==> src/rtl/exec_sequencer_if.sv <==
`default_nettype none
// +------------------------------------------------------------------+
// | exec_sequencer_if : instruction-fetch handshake and ALU bus       |
// | Rev 1.0                                                          |
// +------------------------------------------------------------------+
interface exec_sequencer_if;
  logic       imem_req;
  logic [7:0] imem_addr;
  logic       imem_valid;
  logic [7:0] imem_data;
  logic [7:0] alu_src1;
  logic [7:0] alu_src2;
  logic [1:0] alu_imm2;
  logic       alu_imm_sel;
  logic [1:0] alu_op;
  logic [7:0] alu_result;
  logic       alu_zero;

  modport master (
    output imem_req, imem_addr, alu_src1, alu_src2, alu_imm2, alu_imm_sel, alu_op,
    input  imem_valid, imem_data, alu_result, alu_zero
  );

  modport slave (
    input  imem_req, imem_addr, alu_src1, alu_src2, alu_imm2, alu_imm_sel, alu_op,
    output imem_valid, imem_data, alu_result, alu_zero
  );
endinterface
`default_nettype wire

==> src/rtl/exec_sequencer.sv <==
`default_nettype none
// +------------------------------------------------------------------+
// | exec_sequencer : fetch/decode/execute/writeback control for the   |
// | 8-bit CPU (PC, 4x8 register file, Z flag, instruction register)  |
// | Rev 1.0                                                          |
// +------------------------------------------------------------------+
module exec_sequencer #(
  parameter logic [7:0]  RESET_PC      = 8'h00,
  parameter int unsigned FETCH_TIMEOUT = 15
) (
  input  wire logic        clk,
  input  wire logic        rst,
  exec_sequencer_if.master bus,
  output logic [7:0]       pc,
  output logic             retire,
  output logic             halted,
  output logic             fault,
  input  wire logic [1:0]  dbg_sel,
  output logic [7:0]       dbg_data
);

  localparam int CNT_W = (FETCH_TIMEOUT > 1) ? $clog2(FETCH_TIMEOUT + 1) : 1;
  localparam logic [CNT_W-1:0] CNT_LAST =
    CNT_W'((FETCH_TIMEOUT == 0) ? 0 : FETCH_TIMEOUT - 1);

  typedef enum logic [2:0] {
    S_FETCH     = 3'd0,
    S_DECODE    = 3'd1,
    S_EXECUTE   = 3'd2,
    S_WRITEBACK = 3'd3,
    S_HALT      = 3'd4
  } state_t;

  state_t            state_q, state_d;
  logic [7:0]        pc_q, pc_d;
  logic [7:0]        ir_q, ir_d;
  logic              z_q, z_d;
  logic [CNT_W-1:0]  cnt_q, cnt_d;
  logic [3:0][7:0]   regs_q, regs_d;
  logic [7:0]        op1_q, op1_d;
  logic [7:0]        op2_q, op2_d;
  logic [7:0]        res_q, res_d;
  logic              rzero_q, rzero_d;
  logic              fault_q, fault_d;

  logic [3:0] opc;
  logic       is_alu, is_bz, is_halt, alu_active;

  assign opc     = ir_q[7:4];
  // ALU opcodes are 0000-0010 (register) and 0100-0110 (immediate)
  assign is_alu  = (opc[3] == 1'b0) && (opc[1:0] != 2'b11);
  assign is_bz   = (opc == 4'b1000);
  assign is_halt = (opc == 4'b1111);

  always_comb begin
    state_d = state_q;
    pc_d    = pc_q;
    ir_d    = ir_q;
    z_d     = z_q;
    cnt_d   = cnt_q;
    regs_d  = regs_q;
    op1_d   = op1_q;
    op2_d   = op2_q;
    res_d   = res_q;
    rzero_d = rzero_q;
    fault_d = fault_q;
    case (state_q)
      S_FETCH: begin
        if (bus.imem_valid) begin
          ir_d    = bus.imem_data;
          cnt_d   = '0;
          state_d = S_DECODE;
        end else if ((FETCH_TIMEOUT != 0) && (cnt_q == CNT_LAST)) begin
          cnt_d   = '0;
          fault_d = 1'b1;
          state_d = S_HALT;
        end else begin
          cnt_d = cnt_q + CNT_W'(1);
        end
      end
      S_DECODE: begin
        op1_d   = regs_q[ir_q[3:2]];
        op2_d   = regs_q[ir_q[1:0]];
        state_d = S_EXECUTE;
      end
      S_EXECUTE: begin
        if (is_alu) begin
          res_d   = bus.alu_result;
          rzero_d = bus.alu_zero;
        end
        state_d = S_WRITEBACK;
      end
      S_WRITEBACK: begin
        if (is_halt) begin
          state_d = S_HALT;
        end else begin
          pc_d = pc_q + 8'd1;
          if (is_alu) begin
            regs_d[ir_q[3:2]] = res_q;
            z_d               = rzero_q;
          end
          if (is_bz && z_q) begin
            pc_d = pc_q + {{4{ir_q[3]}}, ir_q[3:0]};
          end
          state_d = S_FETCH;
        end
      end
      S_HALT: begin
        state_d = S_HALT;
      end
      default: begin
        state_d = S_FETCH;
      end
    endcase
  end

  always_ff @(posedge clk) begin
    if (rst) begin
      state_q <= S_FETCH;
      pc_q    <= RESET_PC;
      ir_q    <= '0;
      z_q     <= 1'b0;
      cnt_q   <= '0;
      regs_q  <= '0;
      op1_q   <= '0;
      op2_q   <= '0;
      res_q   <= '0;
      rzero_q <= 1'b0;
      fault_q <= 1'b0;
    end else begin
      state_q <= state_d;
      pc_q    <= pc_d;
      ir_q    <= ir_d;
      z_q     <= z_d;
      cnt_q   <= cnt_d;
      regs_q  <= regs_d;
      op1_q   <= op1_d;
      op2_q   <= op2_d;
      res_q   <= res_d;
      rzero_q <= rzero_d;
      fault_q <= fault_d;
    end
  end

  // ALU sees latched operands only during EXECUTE of an ALU opcode; idle otherwise
  assign alu_active      = (state_q == S_EXECUTE) && is_alu;
  assign bus.alu_src1    = alu_active ? op1_q : 8'h00;
  assign bus.alu_src2    = alu_active ? op2_q : 8'h00;
  assign bus.alu_imm2    = alu_active ? ir_q[1:0] : 2'b00;
  assign bus.alu_imm_sel = alu_active & ir_q[6];
  assign bus.alu_op      = alu_active ? ir_q[5:4] : 2'b00;

  assign bus.imem_req  = (state_q == S_FETCH);
  assign bus.imem_addr = pc_q;
  assign pc            = pc_q;
  assign retire        = (state_q == S_WRITEBACK);
  assign halted        = (state_q == S_HALT);
  assign fault         = fault_q;
  assign dbg_data      = regs_q[dbg_sel];

endmodule
`default_nettype wire

==> src/flat_wrapper.sv <==
// flat-port wrapper written by rule: the top's interface ports become plain ports
module exec_sequencer_flat 
#(
  parameter logic [7:0]  RESET_PC      = 8'h00,
  parameter int unsigned FETCH_TIMEOUT = 15
)
  (clk, rst, pc, retire, halted, fault, dbg_sel, dbg_data, bus_imem_req, bus_imem_addr, bus_alu_src1, bus_alu_src2, bus_alu_imm2, bus_alu_imm_sel, bus_alu_op, bus_imem_valid, bus_imem_data, bus_alu_result, bus_alu_zero);
  exec_sequencer_if bus_i ();
  input  wire logic clk;
  input  wire logic rst;
  output logic [7:0] pc;
  output logic retire;
  output logic halted;
  output logic fault;
  input  wire logic [1:0] dbg_sel;
  output logic [7:0] dbg_data;
  output wire logic [$bits(bus_i.imem_req)-1:0] bus_imem_req;
  output wire logic [$bits(bus_i.imem_addr)-1:0] bus_imem_addr;
  output wire logic [$bits(bus_i.alu_src1)-1:0] bus_alu_src1;
  output wire logic [$bits(bus_i.alu_src2)-1:0] bus_alu_src2;
  output wire logic [$bits(bus_i.alu_imm2)-1:0] bus_alu_imm2;
  output wire logic [$bits(bus_i.alu_imm_sel)-1:0] bus_alu_imm_sel;
  output wire logic [$bits(bus_i.alu_op)-1:0] bus_alu_op;
  input wire logic [$bits(bus_i.imem_valid)-1:0] bus_imem_valid;
  input wire logic [$bits(bus_i.imem_data)-1:0] bus_imem_data;
  input wire logic [$bits(bus_i.alu_result)-1:0] bus_alu_result;
  input wire logic [$bits(bus_i.alu_zero)-1:0] bus_alu_zero;
  assign bus_imem_req = bus_i.imem_req;
  assign bus_imem_addr = bus_i.imem_addr;
  assign bus_alu_src1 = bus_i.alu_src1;
  assign bus_alu_src2 = bus_i.alu_src2;
  assign bus_alu_imm2 = bus_i.alu_imm2;
  assign bus_alu_imm_sel = bus_i.alu_imm_sel;
  assign bus_alu_op = bus_i.alu_op;
  assign bus_i.imem_valid = bus_imem_valid;
  assign bus_i.imem_data = bus_imem_data;
  assign bus_i.alu_result = bus_alu_result;
  assign bus_i.alu_zero = bus_alu_zero;
  exec_sequencer #(.RESET_PC(RESET_PC), .FETCH_TIMEOUT(FETCH_TIMEOUT)) u_core (.clk(clk), .rst(rst), .bus(bus_i), .pc(pc), .retire(retire), .halted(halted), .fault(fault), .dbg_sel(dbg_sel), .dbg_data(dbg_data));
endmodule
==> config.mk <==
export PLATFORM = sky130hd
export DESIGN_NAME = exec_sequencer_flat
export DESIGN_NICKNAME = d
export VERILOG_FILES = /design/src/rtl/exec_sequencer_if.sv /design/src/rtl/exec_sequencer.sv /design/src/flat_wrapper.sv
export SDC_FILE = /design/constraint.sdc
export NUM_CORES = 1
export LEC_CHECK = 0
export ABC_AREA = 1
export CELL_PAD_IN_SITES_DETAIL_PLACEMENT = 1
export CELL_PAD_IN_SITES_GLOBAL_PLACEMENT = 1
export CORE_MARGIN = 5
export CORE_UTILIZATION = 41
export CTS_CLUSTER_DIAMETER = 40
export CTS_CLUSTER_SIZE = 16
export DETAILED_ROUTE_END_ITERATION = 6
export PLACE_DENSITY_LB_ADDON = 0.1
export SLEW_MARGIN = 15
export SYNTH_ARGS = -nofsm -noshare
export SYNTH_HDL_FRONTEND = slang
export SYNTH_SLANG_ARGS = --single-unit
==> constraint.sdc <==
create_clock -name clk -period 3.87 [get_ports clk]
set_clock_uncertainty 0.15 [all_clocks]
set_input_delay 0.774 -clock clk [delete_from_list [all_inputs] [get_ports clk]]
set_output_delay 0.774 -clock clk [all_outputs]
set_load 0.01 [all_outputs]
==> impl_summary.log, run 1 <==
[metrics] Via density: 5.270
[metrics] total of buffers placed on input and output ports: 70
[metrics] Crit path arrival time: 2.55 ns
[metrics] most used cell, CP: sky130_fd_sc_hd__inv_1
[metrics] Die Wd: 111.3 µm
[metrics] number of resized instances in the post-cts repair step: 0
[metrics] remaining antenna violation count: 0
[metrics] remaining max-slew budget at the tightest pin: 0.4006
[metrics] terminus of the critical flop-to-flop path: u_core.bus.imem_addr[6]
[metrics] combined area of all synthesized cells: 4210 µm²
[metrics] Slowest Stage Delay on Critical Path: 0.57 ns
[metrics] number of post-CTS setup repair buffers: 0
[metrics] startpoint type of the worst setup path: flip-flop
[metrics] synth-to-layout area growth: 22.73%
[metrics] Hold Startpoint: u_core.fault
[metrics] Filler Cell Count: between 1000 and 1500
[metrics] Syn Nets: 621
[metrics] routability congestion estimate: 0.8898
[metrics] Max Slew Vio Count: 0
[metrics] vias in the first global route: roughly 4100
[metrics] launch point of the worst reg-to-reg path: u_core.ir_q[1]
[metrics] clock edge transition at the registers on the reported setup and hold paths: around 0.080 ns
[metrics] final HPWL from detailed placement: 9503 µm
[metrics] Die Y: around 110 µm
[metrics] endpoint of the worst hold path: u_core.fault
[metrics] number of rows created at floorplan: 37
[metrics] floorplan die area: 12400 µm²
[metrics] TritonCTS Sinks: 82
[metrics] maximum ir drop on the vdd rail: 206.7 µV
[metrics] number of antenna violations at the first check in global routing: 0
[metrics] number of hold buffers added after CTS: 0
[metrics] outcome: completed
[metrics] Nets: 670
[metrics] starting DRC count in detailed routing: 192
[metrics] flip-flop and latch count after synthesis: a little over 80
[metrics] instance count along the most critical hold path: 2
[metrics] critical path, cell by cell: inv_1 -> nor3_1 -> inv_1 -> nor2_4 -> inv_1 -> nor2_1 -> clkdlybuf4s50_1
[metrics] crit end category: output pin
[metrics] pin count of the biggest net entering global routing: 59
[metrics] Fmax: ~290 MHz
[metrics] worst hold path type: flip-flop to flip-flop
[metrics] post-route DRC violation count: 0
[metrics] power per standard cell area: 407.6 nW/µm²
[metrics] wire length per cell: 16.49 µm
[metrics] count of buffer and inverter cells on the critical path: 4
[metrics] maximum net fanout on the critical path: 30
[metrics] required time of the critical path: about 3 ns
[metrics] minimum setup slack among reg-to-reg paths: 1.05 ns
[metrics] WL final: 12890 µm
[metrics] Max H-tree Level: 3
[metrics] worst-case reg-to-reg path depth: 14
[metrics] most common cell after layout, fill and taps aside: sky130_fd_sc_hd__a21oi_1
[metrics] Critical Path Start: u_core.state_q[1]
[metrics] I/O Pins: 71
[metrics] vias after detailed routing: 4121
[metrics] fraction of final layout cells with drive strength greater than 1: 0.06966
[metrics] Root Buffer: sky130_fd_sc_hd__clkbuf_8
[metrics] RSZ-0062 raised after global routing: false
[metrics] WS Path Type: flip-flop to output pin
[metrics] Crit-path slowest cell: sky130_fd_sc_hd__clkdlybuf4s50_1
[metrics] WHS: 0.3359 ns
[metrics] warnings from Yosys: 0
[metrics] length of the first detailed-routing pass in iterations: 4
[metrics] effective utilization at floorplan: 0.4134
[metrics] Distinct cells, synth: 35
[metrics] CTS tree: yes
[metrics] sum of overflow across all layers after global routing: 0
[metrics] number of hold violations in the final report: 0
[metrics] fin crit period: about 3.5 ns
[metrics] gate count of the mapped netlist: 593
[metrics] count of endpoints failing setup in the final report: 0
[metrics] Total Routing Usage GR: 0.2083
[metrics] share of the clock period used by the worst path after layout: 0.8988
[metrics] first-pass GRT wire length: 21300 µm
[metrics] static power due to leakage: 1.930 nW
[metrics] Antenna diodes: 0
[metrics] post-synthesis average cell area: 7.100 µm²
[metrics] maximum clock insertion buffer count: 2
[metrics] measured slew at the worst slew-check pin: approximately 0.9 ns
[metrics] share of synthesized area occupied by flip-flops and latches: 0.3899
[metrics] standard cell core area: just over 10000 µm²
[metrics] latest clock arrival within the worst-skew pair: 0.36 ns
[metrics] Setup TNS: 0 ns
[metrics] cell class contributing the biggest share of worst-path delay: buffers and inverters
[metrics] Inserted Clock Buffers: 9
[metrics] count of max-cap constraint violations: 0
[metrics] highest-count cells in the layout ignoring fill and taps: sky130_fd_sc_hd__a21oi_1, sky130_fd_sc_hd__dfxtp_1, sky130_fd_sc_hd__inv_1
## cell usage after synthesis
library cell / n / area (µm²)
sky130_fd_sc_hd__nor3_1: 4 / 20.02
sky130_fd_sc_hd__o21ai_0: 74 / 370.4
sky130_fd_sc_hd__nand2_1: 47 / 176.4
sky130_fd_sc_hd__o211ai_1: 6 / 45.04
sky130_fd_sc_hd__a211oi_1: 1 / 7.510
sky130_fd_sc_hd__a221oi_1: 8 / 70.07
sky130_fd_sc_hd__buf_2: 12 / 60.06
sky130_fd_sc_hd__nor3_4: 1 / 16.27
sky130_fd_sc_hd__inv_2: 6 / 22.52
sky130_fd_sc_hd__nand4_1: 3 / 18.77
sky130_fd_sc_hd__buf_1: 1 / 3.750
sky130_fd_sc_hd__a21oi_1: 106 / 530.5
sky130_fd_sc_hd__nand3_2: 1 / 10.01
sky130_fd_sc_hd__nor2_4: 4 / 45.04
sky130_fd_sc_hd__o21bai_1: 1 / 7.510
sky130_fd_sc_hd__xnor2_1: 2 / 17.52
sky130_fd_sc_hd__buf_4: 9 / 67.56
sky130_fd_sc_hd__dfxtp_1: 82 / 1642
sky130_fd_sc_hd__o21ai_1: 12 / 60.06
sky130_fd_sc_hd__clkbuf_1: 16 / 60.06
sky130_fd_sc_hd__xor2_1: 3 / 26.28
sky130_fd_sc_hd__nand3_1: 24 / 120.1
sky130_fd_sc_hd__nor2_2: 1 / 6.260
sky130_fd_sc_hd__inv_1: 80 / 300.3
sky130_fd_sc_hd__fa_1: 1 / 20.02
sky130_fd_sc_hd__nor2_8: 2 / 40.04
sky130_fd_sc_hd__nor4_4: 1 / 21.27
sky130_fd_sc_hd__ha_1: 5 / 62.56
sky130_fd_sc_hd__nand4_2: 1 / 12.51
sky130_fd_sc_hd__clkinv_1: 2 / 7.510
sky130_fd_sc_hd__o22ai_1: 8 / 50.05
sky130_fd_sc_hd__nor2_1: 62 / 232.7
sky130_fd_sc_hd__nand2_2: 5 / 31.28
sky130_fd_sc_hd__nand3_4: 1 / 17.52
sky130_fd_sc_hd__buf_6: 1 / 11.26
## tightest hold or removal path, delay by kind of cell (launching register included)
| family | cells | cell delay [ns] |
|---|---|---|
| compound gates | 1 | 0.04 |
| flops | 1 | 0.34 |
| simple gates | 1 | 0.07 |
## state kept, by name, indices dropped and copies added, names as in the netlist
name                  count
u_core.op1_q              8
u_core.state_q            3
u_core.rzero_q            1
u_core.fault              1
u_core.bus.imem_addr      8
u_core.z_q                1
u_core.op2_q              8
u_core.cnt_q              4
u_core.res_q              8
u_core.ir_q               8
u_core.regs_q            32
## layout make-up
class	count	area, µm²	share of cell area
clock inverters	5	103.9	0.02010
flip-flops and latches	82	1642	0.3177
inverters	88	330.3	0.06392
clock buffers	10	127.6	0.02470
multi-input cells	384	2041	0.3949
well taps	136	170.2	0.03293
repair buffers	77	753.2	0.1458
## per-layer routing
layer / track usage / part of all wire / vias to the layer above / routed length (µm)
met5: 0 / 0 / - / 0
met4: 0.04866 / 0.0085 / 0 / 110
met3: 0.03641 / 0.049 / 9 / 629
met2: 0.3140 / 0.43 / 96 / 5578
met1: 0.3103 / 0.51 / 1955 / 6573
li1: - / - / 2061 / -
## worst max-delay path by stage
stage          slack, ns  cells after the start         endpoint
2_1_floorplan       1.34                      5      dbg_data[5]
3_3_place_gp        0.49                      7      dbg_data[6]
4_1_cts             0.34                      6  bus_alu_imm2[1]
6_report            0.39                      7  bus_alu_imm2[1]
3_5_place_dp        0.45                      7      dbg_data[6]
5_1_grt             0.12                      6  bus_alu_imm2[1]
## where the power goes
part	total [mW]	switching, mW	leakage, nW	internal [mW]
sequential	0.970	0.0661	0.666	0.904
clock	0.744	0.319	0.116	0.426
combinational	0.392	0.251	1.15	0.140
## stage by stage
step	instances	area [µm²]	utilization	worst slack, ns	total power, mW
finish	782	5167	0.5074	0.3917	2.106
global route	782	5167	0.5074	0.1197	2.219
CTS	782	5167	0.5074	0.3433	2.125
detailed placement	767	4936	0.4846	0.4510	1.379
global placement	767	4936	0.4846	0.4912	1.365
floorplan	593	4210	-	1.340	1.228
## cells by family after synthesis
group	count (synthesis)	synth area share
xor gates and xnor gates	5	0.01040
buffers and inverters	127	0.1266
DFF	82	0.3899
adders and majority gates	6	0.01961
and+or+nand+nor	157	0.1825
AOI/OAI and AO/OA	216	0.2710
Power figures use the tool's default switching activity.
==> run 2, diff against run 1 <==
Settings changed: ABC_AREA 1 to not set, CORE_UTILIZATION 41 to 43, GPL_TIMING_DRIVEN set to 0.
==> run 2 against run 1 <==
Critical path depth decreased by 2. Via count shrank 16%. Cell area decreased by 0.75%. Hold slack got worse by 0.028 ns. Final cell count down 17%. Combinational power decreased by 42%. Clock power fell by 21%. Synthesized cell count fell by 26%.
==> impl_summary.log, run 2 <==
[metrics] maximum net fanout on the critical path: 10
[metrics] remaining antenna violation count: 0
[metrics] Fmax: 284.7 MHz
[metrics] fin crit period: 3.512 ns
[metrics] Crit path arrival time: 2.59 ns
[metrics] library cell with the highest instance count after synthesis: sky130_fd_sc_hd__dfxtp_1
[metrics] count of endpoints failing setup in the final report: 0
[metrics] combined area of all synthesized cells: 4110 µm²
[metrics] required time of the critical path: 2.95 ns
[metrics] share of total power in combinational logic: 0.133
[metrics] Distinct cells, synth: 49
[metrics] Setup TNS: 0 ns
[metrics] number of enable-type register cells in the synthesized netlist: 0
[metrics] Total Routing Usage GR: 0.2068
[metrics] count of max-cap constraint violations: 0
[metrics] Reg with most FFs: u_core.regs_q
[metrics] crit end category: output pin
[metrics] measured slew at the worst slew-check pin: 0.7986 ns
[metrics] Critical Path Start: u_core.ir_q[7]
[metrics] final standard cell utilization of the core: 0.5524
[metrics] outcome: completed
[metrics] cell class contributing the biggest share of worst-path delay: buffers and inverters
[metrics] count of buffer and inverter cells on the critical path: 2
[metrics] last element of the critical path: bus_alu_op[1]
[metrics] RSZ-0062 raised after global routing: false
[metrics] highest-count cells in the layout ignoring fill and taps: sky130_fd_sc_hd__dfxtp_1, sky130_fd_sc_hd__nand2_1, sky130_fd_sc_hd__clkdlybuf4s50_1
[metrics] Most used DFF post-synth: sky130_fd_sc_hd__dfxtp_1
[metrics] worst-case reg-to-reg path depth: 9
[metrics] vias after detailed routing: around 3500
[metrics] I/O Pins: 71
[metrics] Inserted Clock Buffers: 9
[metrics] starting DRC count in detailed routing: between 100 and 150
[metrics] standard cell core area: a little over 9000 µm²
[metrics] effective utilization at floorplan: 0.4427
[metrics] worst hold path type: flip-flop to flip-flop
[metrics] WL final: around 11000 µm
[metrics] post-synthesis average cell area: 9.363 µm²
[metrics] Crit-path slowest cell: sky130_fd_sc_hd__clkdlybuf4s50_1
[metrics] length of the first detailed-routing pass in iterations: 5
[metrics] P_int: 1.192 mW
[metrics] Clock power frac: 0.346
[metrics] total of buffers placed on input and output ports: 68
[metrics] instance count along the most critical hold path: 2
[metrics] number of rows created at floorplan: 35
[metrics] synth-to-layout area growth: 24.78%
[metrics] Commonest cells post-synth: sky130_fd_sc_hd__dfxtp_1, sky130_fd_sc_hd__nand2_1, sky130_fd_sc_hd__nor2_1
[metrics] floorplan die area: ~12000 µm²
[metrics] sum of overflow across all layers after global routing: 0
[metrics] minimum setup slack among reg-to-reg paths: 0.58 ns
[metrics] remaining max-slew budget at the tightest pin: 0.4676
[metrics] relative contribution of sequential cells to total power: 0.521
[metrics] latest clock arrival within the worst-skew pair: 0.37 ns
[metrics] maximum ir drop on the vdd rail: 157.6 µV
[metrics] most common cell after layout, fill and taps aside: sky130_fd_sc_hd__dfxtp_1
[metrics] leading area contributor after synthesis: sky130_fd_sc_hd__dfxtp_1
[metrics] gate count of the mapped netlist: about 440
[metrics] post-route DRC violation count: 0
[metrics] share of synthesized area occupied by flip-flops and latches: 0.3994
[metrics] TritonCTS Sinks: 82
[metrics] terminus of the critical flop-to-flop path: u_core.bus.imem_addr[6]
[metrics] startpoint type of the worst setup path: flip-flop
[metrics] clock edge transition at the registers on the reported setup and hold paths: 0.10 ns
[metrics] warnings from Yosys: 0
[metrics] number of antenna violations at the first check in global routing: 0
[metrics] Switching Power: 502.4 µW
[metrics] share of the clock period used by the worst path after layout: 0.9076
[metrics] Slowest Stage Delay on Critical Path: 0.54 ns
[metrics] Syn Nets: 467
[metrics] Max H-tree Level: 3
[metrics] switching power as a share of total power: 0.2965
[metrics] final HPWL from detailed placement: 8317 µm
[metrics] power per standard cell area: 330.4 nW/µm²
[metrics] critical path, cell by cell: a21oi_1 -> and3_1 -> clkbuf_1 -> and2_1 -> clkdlybuf4s50_1
[metrics] maximum clock insertion buffer count: 2
[metrics] proportion of synthesized flip-flops having asynchronous set or reset: 0
[metrics] fraction of final layout cells with drive strength greater than 1: 0.1300
[metrics] Root Buffer: sky130_fd_sc_hd__clkbuf_8
[metrics] CTS tree: yes
[metrics] Antenna diodes: 0
[metrics] Yosys top cell area share: 0.3994
[metrics] dominant cells by area after synthesis: sky130_fd_sc_hd__dfxtp_1, sky130_fd_sc_hd__mux4_2, sky130_fd_sc_hd__mux2i_1
[metrics] launch point of the worst reg-to-reg path: u_core.ir_q[5]
[metrics] pin count of the biggest net entering global routing: 16
[metrics] first-pass GRT wire length: around 19000 µm
[metrics] Via density: around 5.3
[metrics] Nets: 546
[metrics] number of hold buffers added after CTS: 0
[metrics] wire length per cell: 17.51 µm
[metrics] flip-flop and latch count after synthesis: ~80
[metrics] WS Path Type: flip-flop to output pin
[metrics] Max Slew Vio Count: 0
[metrics] routability congestion estimate: slightly above 0.8
[metrics] Largest register FFs: 32
[metrics] number of post-CTS setup repair buffers: 0
[metrics] number of resized instances in the post-cts repair step: 0
[metrics] vias in the first global route: approximately 3600
[metrics] static power due to leakage: a little under 2 nW
[metrics] Die Y: between 100 and 150 µm
[metrics] number of cells on the critical path: 5
[metrics] Die Wd: 107.8 µm
[metrics] number of hold violations in the final report: 0
-- run 2: cell count changes after synthesis, moves of 25 or more --
cell                      previous run  this run
sky130_fd_sc_hd__inv_1              80         6
sky130_fd_sc_hd__o21ai_0            74         3
sky130_fd_sc_hd__a21oi_1           106        47
sky130_fd_sc_hd__mux2i_1             0        35
sky130_fd_sc_hd__nand2_1            47        75
sky130_fd_sc_hd__and2_1              0        25
-- run 2: cell families after synthesis --
kind of cell | count (synthesis) | share of synthesized area
buffers and inverters | 45 | 0.05540
AO/OA/AOI/OAI | 56 | 0.07519
multiplexers | 62 | 0.2250
adder cells (fa/ha/maj) | 6 | 0.02009
XOR/XNOR | 3 | 0.006394
AND/OR/NAND/NOR | 185 | 0.2186
flip-flops | 82 | 0.3994
-- run 2: final cells by class --
type / count / area [µm²]
Buffer: 38 / 201.4
Sequential cell: 82 / 1642
Tap cell: 129 / 161.4
Clock buffer: 9 / 123.9
Clock inverter: 7 / 52.55
Multi-Input combinational cell: 312 / 2241
Inverter: 7 / 26.28
Timing Repair Buffer: 68 / 680.7
Fill cell: 1102 / 4155
-- run 2: per-layer routing --
layer,vias up,share of wire,global-route usage,wire [µm]
met3,8,0.045,0.03959,517
met2,82,0.50,0.3610,5748
met5,-,0,0,0
met4,0,0.010,0.04959,116
met1,1710,0.44,0.2628,5033
li1,1665,-,-,-
-- run 2: worst register-to-register path: stages (launching register included) --
cell and delay, ns:
sky130_fd_sc_hd__dfxtp_1 0.35, sky130_fd_sc_hd__or2_1 0.32, sky130_fd_sc_hd__nor4bb_1 0.48, sky130_fd_sc_hd__nand2_1 0.19
sky130_fd_sc_hd__fa_1 0.49, sky130_fd_sc_hd__inv_1 0.07, sky130_fd_sc_hd__a21oi_1 0.10, sky130_fd_sc_hd__or4b_1 0.51
sky130_fd_sc_hd__a21oi_1 0.20, sky130_fd_sc_hd__mux2_1 0.34
-- run 2: power by group through the flow --
stage                     registers (mW)  logic, mW  clock network, mW
after floorplan                    0.895      0.147                  0
after global placement             0.900      0.221                  0
after detailed placement           0.902      0.228                  0
after CTS                          0.882      0.229              0.597
after global routing               0.886      0.247              0.635
final                              0.883      0.226              0.586
-- run 2: worst min-delay path by stage --
stage | from | slack (ns) | end
6_report | u_core.op1_q[3] | 0.31 | u_core.op1_q[3]
5_1_grt | u_core.op1_q[0] | 0.33 | u_core.op1_q[0]
4_1_cts | u_core.op2_q[2] | 0.31 | u_core.op2_q[2]
3_5_place_dp | u_core.op1_q[0] | 0.30 | u_core.op1_q[0]
3_3_place_gp | u_core.rzero_q | 0.29 | u_core.z_q
2_1_floorplan | u_core.op1_q[0] | 0.28 | u_core.op1_q[0]
-- run 2: per-stage QoR --
| step | power [mW] | instance area [µm²] | worst slack, ns | hold WS, ns | std cells |
|---|---|---|---|---|---|
| global route | 1.768 | 5129 | 0.2310 | 0.3320 | 652 |
| finish | 1.694 | 5129 | 0.3578 | 0.3075 | 652 |
| global placement | 1.122 | 4952 | 0.5575 | 0.2888 | 636 |
| CTS | 1.708 | 5129 | 0.3650 | 0.3099 | 652 |
| floorplan | 1.042 | 4110 | 0.9585 | 0.2817 | 439 |
| detailed placement | 1.130 | 4952 | 0.5493 | 0.2975 | 636 |
